### src/rtl/pipe_pkg.sv
// Shared types for the pipeline hazard controller: forwarding encodings, FSM states, scoreboard entries.
// Purely declarative; no latency or backpressure of its own.
package pipe_pkg;

    // Register indices up to 8 bits are zero-extended into the scoreboard.
    localparam int SB_DST_W = 8;

    localparam logic [1:0] FWD_RF   = 2'b00;
    localparam logic [1:0] FWD_EX   = 2'b01;
    localparam logic [1:0] FWD_ME   = 2'b10;
    localparam logic [1:0] FWD_MELD = 2'b11;

    typedef enum logic [1:0] {
        ST_RUN    = 2'd0,
        ST_FREEZE = 2'd1,
        ST_FLUSH  = 2'd2
    } hazState_t;

    typedef struct packed {
        logic                valid;
        logic                regWrite;
        logic                memToReg;
        logic [SB_DST_W-1:0] dst;
    } sbEntry_t;

    function automatic logic sbHit(input sbEntry_t e, input logic [SB_DST_W-1:0] src, input logic uses);
        return uses && e.valid && e.regWrite && (e.dst != '0) && (e.dst == src);
    endfunction

    // A load still in EX is the newest producer; its data is not ready, so the older ME value
    // must not be used. The load-use stall covers that cycle.
    function automatic logic [1:0] fwdPick(input logic hitEx, input logic exLoad,
                                           input logic hitMe, input logic meLoad);
        if (hitEx)
            return exLoad ? FWD_RF : FWD_EX;
        if (hitMe)
            return meLoad ? FWD_MELD : FWD_ME;
        return FWD_RF;
    endfunction

endpackage

### src/rtl/hazard_sb_entry.sv
// One registered scoreboard stage; priority hold > bubble > load, one-cycle update.
// Hold freezes the entry while the pipeline is stalled.
module hazard_sb_entry
    import pipe_pkg::*;
(
    input  logic     clk,
    input  logic     reset,
    input  logic     hold,
    input  logic     bubble,
    input  logic     load,
    input  sbEntry_t d,
    output sbEntry_t q
);

    always_ff @(posedge clk or posedge reset) begin
        if (reset) begin
            q <= '0;
        end else if (!hold) begin
            if (bubble)
                q <= '0;
            else if (load)
                q <= d;
        end
    end

endmodule

### src/rtl/pipe_hazard_ctl.sv
// Hazard controller for the 5-stage pipe: stall, IF/ID flush, EX bubble and forwarding selects.
// Controls are combinational from decode plus the EX/ME shadow scoreboard; ex_busy freezes everything.
module pipe_hazard_ctl
    import pipe_pkg::*;
#(
    parameter int REG_W        = 5,
    parameter int FLUSH_CYC    = 1,
    parameter int MAX_EX_STALL = 32
) (
    input  logic             clk,
    input  logic             reset,
    input  logic             id_valid,
    input  logic [REG_W-1:0] id_rs,
    input  logic [REG_W-1:0] id_rt,
    input  logic             id_uses_rs,
    input  logic             id_uses_rt,
    input  logic             id_reg_write,
    input  logic             id_mem_to_reg,
    input  logic [REG_W-1:0] id_write_reg,
    input  logic             ex_busy,
    input  logic             branch_taken_ex,
    input  logic             jump_id,
    output logic             any_stall,
    output logic             flush_if,
    output logic             bubble_ex,
    output logic [1:0]       fwd_a_sel,
    output logic [1:0]       fwd_b_sel,
    output logic             watchdog_err,
    output logic [1:0]       state
);

    localparam int FC_W = (FLUSH_CYC > 1) ? $clog2(FLUSH_CYC) : 1;
    localparam int WD_W = $clog2(MAX_EX_STALL + 1);
    localparam logic [FC_W-1:0] FC_RELOAD = FC_W'(FLUSH_CYC - 1);
    localparam logic [FC_W-1:0] FC_ONE    = FC_W'(1);
    localparam logic [WD_W-1:0] WD_MAX    = WD_W'(MAX_EX_STALL);
    localparam logic [WD_W-1:0] WD_LAST   = WD_W'(MAX_EX_STALL - 1);

    sbEntry_t                sbEx, sbMe, decEntry;
    logic [SB_DST_W-1:0]     srcA, srcB;
    logic                    hitExA, hitExB, hitMeA, hitMeB;
    logic                    loadUse;
    logic [1:0]              fwdA, fwdB;
    logic                    flushIfPrev;
    hazState_t               stateQ, stateNxt;
    logic [FC_W-1:0]         flushCntQ, flushCntNxt;
    logic [WD_W-1:0]         wdCntQ;
    logic                    wdErrQ;

    // Decode entry; an instruction sitting behind last cycle's flush is already squashed.
    always_comb begin
        decEntry          = '0;
        decEntry.valid    = id_valid & ~flushIfPrev;
        decEntry.regWrite = id_reg_write;
        decEntry.memToReg = id_mem_to_reg;
        decEntry.dst      = SB_DST_W'(id_write_reg);
    end

    assign srcA   = SB_DST_W'(id_rs);
    assign srcB   = SB_DST_W'(id_rt);
    assign hitExA = sbHit(sbEx, srcA, id_uses_rs);
    assign hitExB = sbHit(sbEx, srcB, id_uses_rt);
    assign hitMeA = sbHit(sbMe, srcA, id_uses_rs);
    assign hitMeB = sbHit(sbMe, srcB, id_uses_rt);

    assign loadUse = id_valid & (hitExA | hitExB) & sbEx.memToReg;
    assign fwdA    = fwdPick(hitExA, sbEx.memToReg, hitMeA, sbMe.memToReg);
    assign fwdB    = fwdPick(hitExB, sbEx.memToReg, hitMeB, sbMe.memToReg);

    // A taken branch or a load-use hazard inserts a bubble behind EX; ME always follows EX.
    hazard_sb_entry uSbEx (
        .clk    (clk),
        .reset  (reset),
        .hold   (ex_busy),
        .bubble (branch_taken_ex | loadUse),
        .load   (1'b1),
        .d      (decEntry),
        .q      (sbEx)
    );

    hazard_sb_entry uSbMe (
        .clk    (clk),
        .reset  (reset),
        .hold   (ex_busy),
        .bubble (1'b0),
        .load   (1'b1),
        .d      (sbEx),
        .q      (sbMe)
    );

    always_ff @(posedge clk or posedge reset) begin
        if (reset) begin
            stateQ    <= ST_RUN;
            flushCntQ <= '0;
        end else begin
            stateQ    <= stateNxt;
            flushCntQ <= flushCntNxt;
        end
    end

    // flushCntQ counts FLUSH cycles still to come, including the current one.
    always_comb begin
        stateNxt    = ST_RUN;
        flushCntNxt = '0;
        if (ex_busy) begin
            stateNxt = ST_FREEZE;
        end else if (branch_taken_ex) begin
            if (FLUSH_CYC > 1) begin
                stateNxt    = ST_FLUSH;
                flushCntNxt = FC_RELOAD;
            end
        end else if (stateQ == ST_FLUSH && flushCntQ > FC_ONE) begin
            stateNxt    = ST_FLUSH;
            flushCntNxt = flushCntQ - FC_ONE;
        end
    end

    always_comb begin
        any_stall = 1'b0;
        flush_if  = 1'b0;
        bubble_ex = 1'b0;
        fwd_a_sel = FWD_RF;
        fwd_b_sel = FWD_RF;
        if (!reset) begin
            fwd_a_sel = fwdA;
            fwd_b_sel = fwdB;
            if (ex_busy) begin
                any_stall = 1'b1;
            end else if (branch_taken_ex) begin
                flush_if  = 1'b1;
                bubble_ex = 1'b1;
            end else begin
                any_stall = loadUse;
                bubble_ex = loadUse;
                // A jump held behind a load-use stall is re-presented next cycle.
                flush_if  = (stateQ == ST_FLUSH) | (jump_id & ~loadUse);
            end
        end
    end

    assign state = stateQ;

    always_ff @(posedge clk or posedge reset) begin
        if (reset)
            flushIfPrev <= 1'b0;
        else
            flushIfPrev <= flush_if;
    end

    // The watchdog saturates at MAX_EX_STALL; the error flag is sticky until reset.
    always_ff @(posedge clk or posedge reset) begin
        if (reset) begin
            wdCntQ <= '0;
            wdErrQ <= 1'b0;
        end else if (ex_busy) begin
            if (wdCntQ != WD_MAX)
                wdCntQ <= wdCntQ + 1'b1;
            if (wdCntQ == WD_LAST)
                wdErrQ <= 1'b1;
        end else begin
            wdCntQ <= '0;
        end
    end

    assign watchdog_err = wdErrQ;

endmodule

### config.mk
export PLATFORM = sky130hd
export DESIGN_NAME = pipe_hazard_ctl
export DESIGN_NICKNAME = d
export VERILOG_FILES = /design/src/rtl/pipe_pkg.sv /design/src/rtl/hazard_sb_entry.sv /design/src/rtl/pipe_hazard_ctl.sv
export SDC_FILE = /design/constraint.sdc
export NUM_CORES = 1
export LEC_CHECK = 0
export CAP_MARGIN = 20
export CELL_PAD_IN_SITES_DETAIL_PLACEMENT = 1
export CELL_PAD_IN_SITES_GLOBAL_PLACEMENT = 2
export CORE_UTILIZATION = 33
export CTS_BUF_LIST = sky130_fd_sc_hd__clkbuf_8
export DETAILED_ROUTE_END_ITERATION = 10
export GPL_TIMING_DRIVEN = 0
export PLACE_DENSITY_LB_ADDON = 0.1
export REMOVE_ABC_BUFFERS = 1
export SLEW_MARGIN = 0
export SYNTH_ARGS = -nofsm -noshare
export SYNTH_HDL_FRONTEND = slang
export SYNTH_SLANG_ARGS = --single-unit
export TNS_END_PERCENT = 10
### constraint.sdc
create_clock -name clk -period 8 [get_ports clk]
set_clock_uncertainty 0.2 [all_clocks]
set_input_delay 2.4 -clock clk [delete_from_list [all_inputs] [get_ports clk]]
set_output_delay 2.4 -clock clk [all_outputs]
set_load 0.01 [all_outputs]
==> results.py <==
metrics = {
    "finish": {
        "postLayoutCoreUtil_pct": 45.8,
        "layout-area-overhead-vs-synth_pct": 32.3,
        "final_layout_size_suffix_gt1_share_pct": 9.09,
        "sequential_cell_area_um2": 626,
        "final.fill_count": 453,
        "layout.nets": 204,
        "diodes": 0,
        "multi_input_comb_area_um2": 733,
        "stdcell_count": 226,
    },
    "clock_tree": {
        "post_cts_resized": 0,
        "cts_tree": "built",
        "max-clock-path-buffers": 2,
        "hold_buf_cts": 0,
        "insertion_delay_ns": 0.27,
        "clock_sink_count": 25,
        "number_of_levels_in_the_clock_h_tree": 1,
        "cts_root_buffer": "sky130_fd_sc_hd__clkbuf_8",
        "tritoncts.num_buffers": 3,
        "post_cts.repair.setup_buffers": 0,
        "path_clk_slew_ns": 0.09,
    },
    "yosys": {
        "synth_largest_type_area_fraction_pct": 44.8,
        "synth_warnings": 0,
        "synth_async_sr_flop_share_pct": 100,
        "yosysUniqueCellTypes": 30,
        "synth-seq-cells": 25,
        "postSynthAreaPerCell_um2": 9.83,
        "commonest_register_cell_after_synthesis": "sky130_fd_sc_hd__dfrtp_1",
        "cell_area_after_technology_mapping_um2": 1400,
        "synthCells": 142,
        "edff_count_synth": 0,
        "cell_type_with_the_largest_total_area_after_synthesis": "sky130_fd_sc_hd__dfrtp_1",
        "synth-seq-area-share_pct": 44.8,
        "synthTopCellsByArea": "sky130_fd_sc_hd__dfrtp_1 (45%), sky130_fd_sc_hd__xnor2_1 (9.4%), sky130_fd_sc_hd__mux2_2 (6.5%)",
    },
    "timing": {
        "fmax_ghz": 0.137,
        "final_period_minus_worst_setup_slack_ns": 7.33,
        "finalHoldViolCount": 0,
        "worst_slew_pin_slew_ns": 0.875,
        "timing.final.crit_share_pct": 91.6,
        "finalHoldWorstSlack_ns": 0.274,
        "timing.max_slew.rel_slack_pct": 41.5,
        "timing.final.max_slew_violations": 0,
        "finalSetupViolations": 0,
        "timing.setup.tns_ns": 0,
        "grt_setup_unrepaired": "false",
    },
    "setup_path": {
        "crit_slowest_cell": "sky130_fd_sc_hd__clkdlybuf4s50_1",
        "critical-path-max-stage-delay_ns": 0.54,
        "timing.critical_path.arrival_ns": 4.73,
        "worstPathRequired_ns": 5.40,
        "startpoint_type": "input pin",
        "worst_setup_ep_type": "output port",
        "timing.critical_path.fanout_max": 8,
        "critical_path.cell_chain": "clkdlybuf4s50_1 > xnor2_1 > nand4_1 > o22a_1 > o21bai_1 > and3_1 > clkdlybuf4s50_1",
        "timing_worst_setup_path_type": "input pin to output port",
        "cpMostUsedCell": "sky130_fd_sc_hd__clkdlybuf4s50_1",
    },
    "placement": {
        "place.port_buffers": 33,
        "placedCellCount": 221,
        "hpwl_mm": 2.62,
        "gp_congestion": 0.776,
    },
    "worst_hold_path": {
        "worstHoldPathType": "register to register",
    },
    "power_and_ir_drop": {
        "p_leak_nw": 0.767,
        "power_per_cell_area_nw_per_um2": 152,
        "irDropWorstVdd_mv": 0.0699,
    },
    "routing": {
        "antenna_violating_nets_post_route": 0,
        "first_iter_violations": 21,
        "detail_route.drc_violations": 0,
        "detailed_routing_iterations_pass_1": 3,
        "detailed_route_via_count": 1120,
        "vias_per_cell": 4.96,
        "avgRoutedWirePerCell_um": 15.3,
        "routed_wl_mm": 3.46,
    },
    "global_route": {
        "grt_use_total_pct": 17.5,
        "initial_antenna_violation_count": 0,
        "global_route.overflow_total": 0,
        "maximum_number_of_pins_on_one_net_before_global_route_repair": 27,
        "grt_pass1_vias": 1212,
        "grt_pass1_wl_mm": 5.75,
    },
    "status": {
        "status": "complete, no violations",
    },
    "floorplan": {
        "design.portCount": 35,
        "starting_density_of_the_core_pct": 34.7,
        "die_height_um": 67.1,
        "die-width_um": 67.1,
        "core.rowCount": 23,
        "dieArea_um2": 4500,
        "area_of_the_core_um2": 4030,
    },
    "run": {
        "cap_viol_max_count": 0,
    },
}
==> kinds of logic after synthesis <==
family | count (synthesis) | synth area share, %
simple gates | 54 | 19.9
xor+xnor | 25 | 15.7
flops | 25 | 44.8
compound gates | 18 | 8.42
buf+inv | 9 | 2.69
mux | 8 | 6.45
fa+ha+maj | 2 | 1.79
other cells | 1 | 0.269
==> layout make-up <==
type / instances / share of cell area (%)
Multi-Input combinational cell: 108 / 39.7
Tap cell: 50 / 3.39
Clock inverter: 1 / 0.407
Timing Repair Buffer: 34 / 19.4
Inverter: 5 / 1.02
Sequential cell: 25 / 33.9
Clock buffer: 3 / 2.24
==> cells in the mapped netlist, types with 3 or more instances <==
library cell,n
sky130_fd_sc_hd__a21oi_1,4
sky130_fd_sc_hd__clkbuf_1,3
sky130_fd_sc_hd__dfrtp_1,25
sky130_fd_sc_hd__inv_1,5
sky130_fd_sc_hd__mux2_2,8
sky130_fd_sc_hd__nand2_1,19
sky130_fd_sc_hd__nand3_1,3
sky130_fd_sc_hd__nand4_1,4
sky130_fd_sc_hd__nor2_1,8
sky130_fd_sc_hd__nor3_1,5
sky130_fd_sc_hd__nor4_1,3
sky130_fd_sc_hd__o21ai_0,8
sky130_fd_sc_hd__xnor2_1,15
sky130_fd_sc_hd__xor2_1,10
==> metal layers <==
layer  vias to the layer above  routed length [µm]  track usage, %
met5                         -                   0               0
met4                         0                  51            6.38
met3                         5                 135            2.23
met2                        23                1750            30.9
met1                       540                1530            21.4
li1                        552                   -               -
==> cell usage in the layout (no fill, tap or decap), types with 3 or more instances in the layout <==
| cell type | n |
|---|---|
| sky130_fd_sc_hd__a21oi_1 | 4 |
| sky130_fd_sc_hd__nand3_1 | 3 |
| sky130_fd_sc_hd__nand4_1 | 4 |
| sky130_fd_sc_hd__nor2_1 | 8 |
| sky130_fd_sc_hd__inv_1 | 5 |
| sky130_fd_sc_hd__mux2_2 | 8 |
| sky130_fd_sc_hd__nor3_1 | 5 |
| sky130_fd_sc_hd__dfrtp_1 | 25 |
| sky130_fd_sc_hd__o21ai_0 | 8 |
| sky130_fd_sc_hd__clkdlybuf4s50_1 | 33 |
| sky130_fd_sc_hd__nand2_1 | 19 |
| sky130_fd_sc_hd__xor2_1 | 10 |
| sky130_fd_sc_hd__nor4_1 | 3 |
| sky130_fd_sc_hd__xnor2_1 | 15 |
| sky130_fd_sc_hd__clkbuf_8 | 3 |
==> where the power goes <==
part	switching, mW	leakage [nW]	total [mW]	internal [mW]
logic	0.0237	0.417	0.0559	0.0322
registers	0.0125	0.329	0.148	0.136
clock network	0.0407	0.0217	0.0761	0.0353
total	0.0769	0.767	0.280	0.203
==> worst paths after layout <==
check	end	startpoint	slack, ns	depth (start not counted)
min in group asynchronous	flushIfPrev	reset	2.31	2
max in group asynchronous	wdCntQ[2]	reset	4.94	3
setup / recovery	bubble_ex	id_rt[3]	0.67	7
setup reg to reg	flushIfPrev	uSbEx.q[4]	5.92	5
hold / removal	watchdog_err	watchdog_err	0.27	1
hold reg to reg	watchdog_err	watchdog_err	0.27	1
==> sequential cells by signal (all words and copies together), names as in the netlist <==
register / cells
flushIfPrev: 1
uSbEx.q: 8
state: 1
wdCntQ: 6
watchdog_err: 1
uSbMe.q: 8
==> critical path: cells and delay by family <==
kind / cells / cell delay (ns)
buffers and inverters: 2 / 1.08
and+or+nand+nor: 2 / 0.40
AOI/OAI and AO/OA: 2 / 0.71
xor gates and xnor gates: 1 / 0.13
==> through the flow <==
| stage | setup slack [ns] | power, mW | area, µm² |
|---|---|---|---|
| 2_1_floorplan | 1.89 | 0.177 | 1380 |
| 3_3_place_gp | 0.678 | 0.203 | 1770 |
| 3_5_place_dp | 0.648 | 0.206 | 1770 |
| 4_1_cts | 0.642 | 0.285 | 1820 |
| 5_1_grt | 0.502 | 0.297 | 1850 |
| 6_report | 0.674 | 0.280 | 1850 |
(Power assumes the default switching activity.)
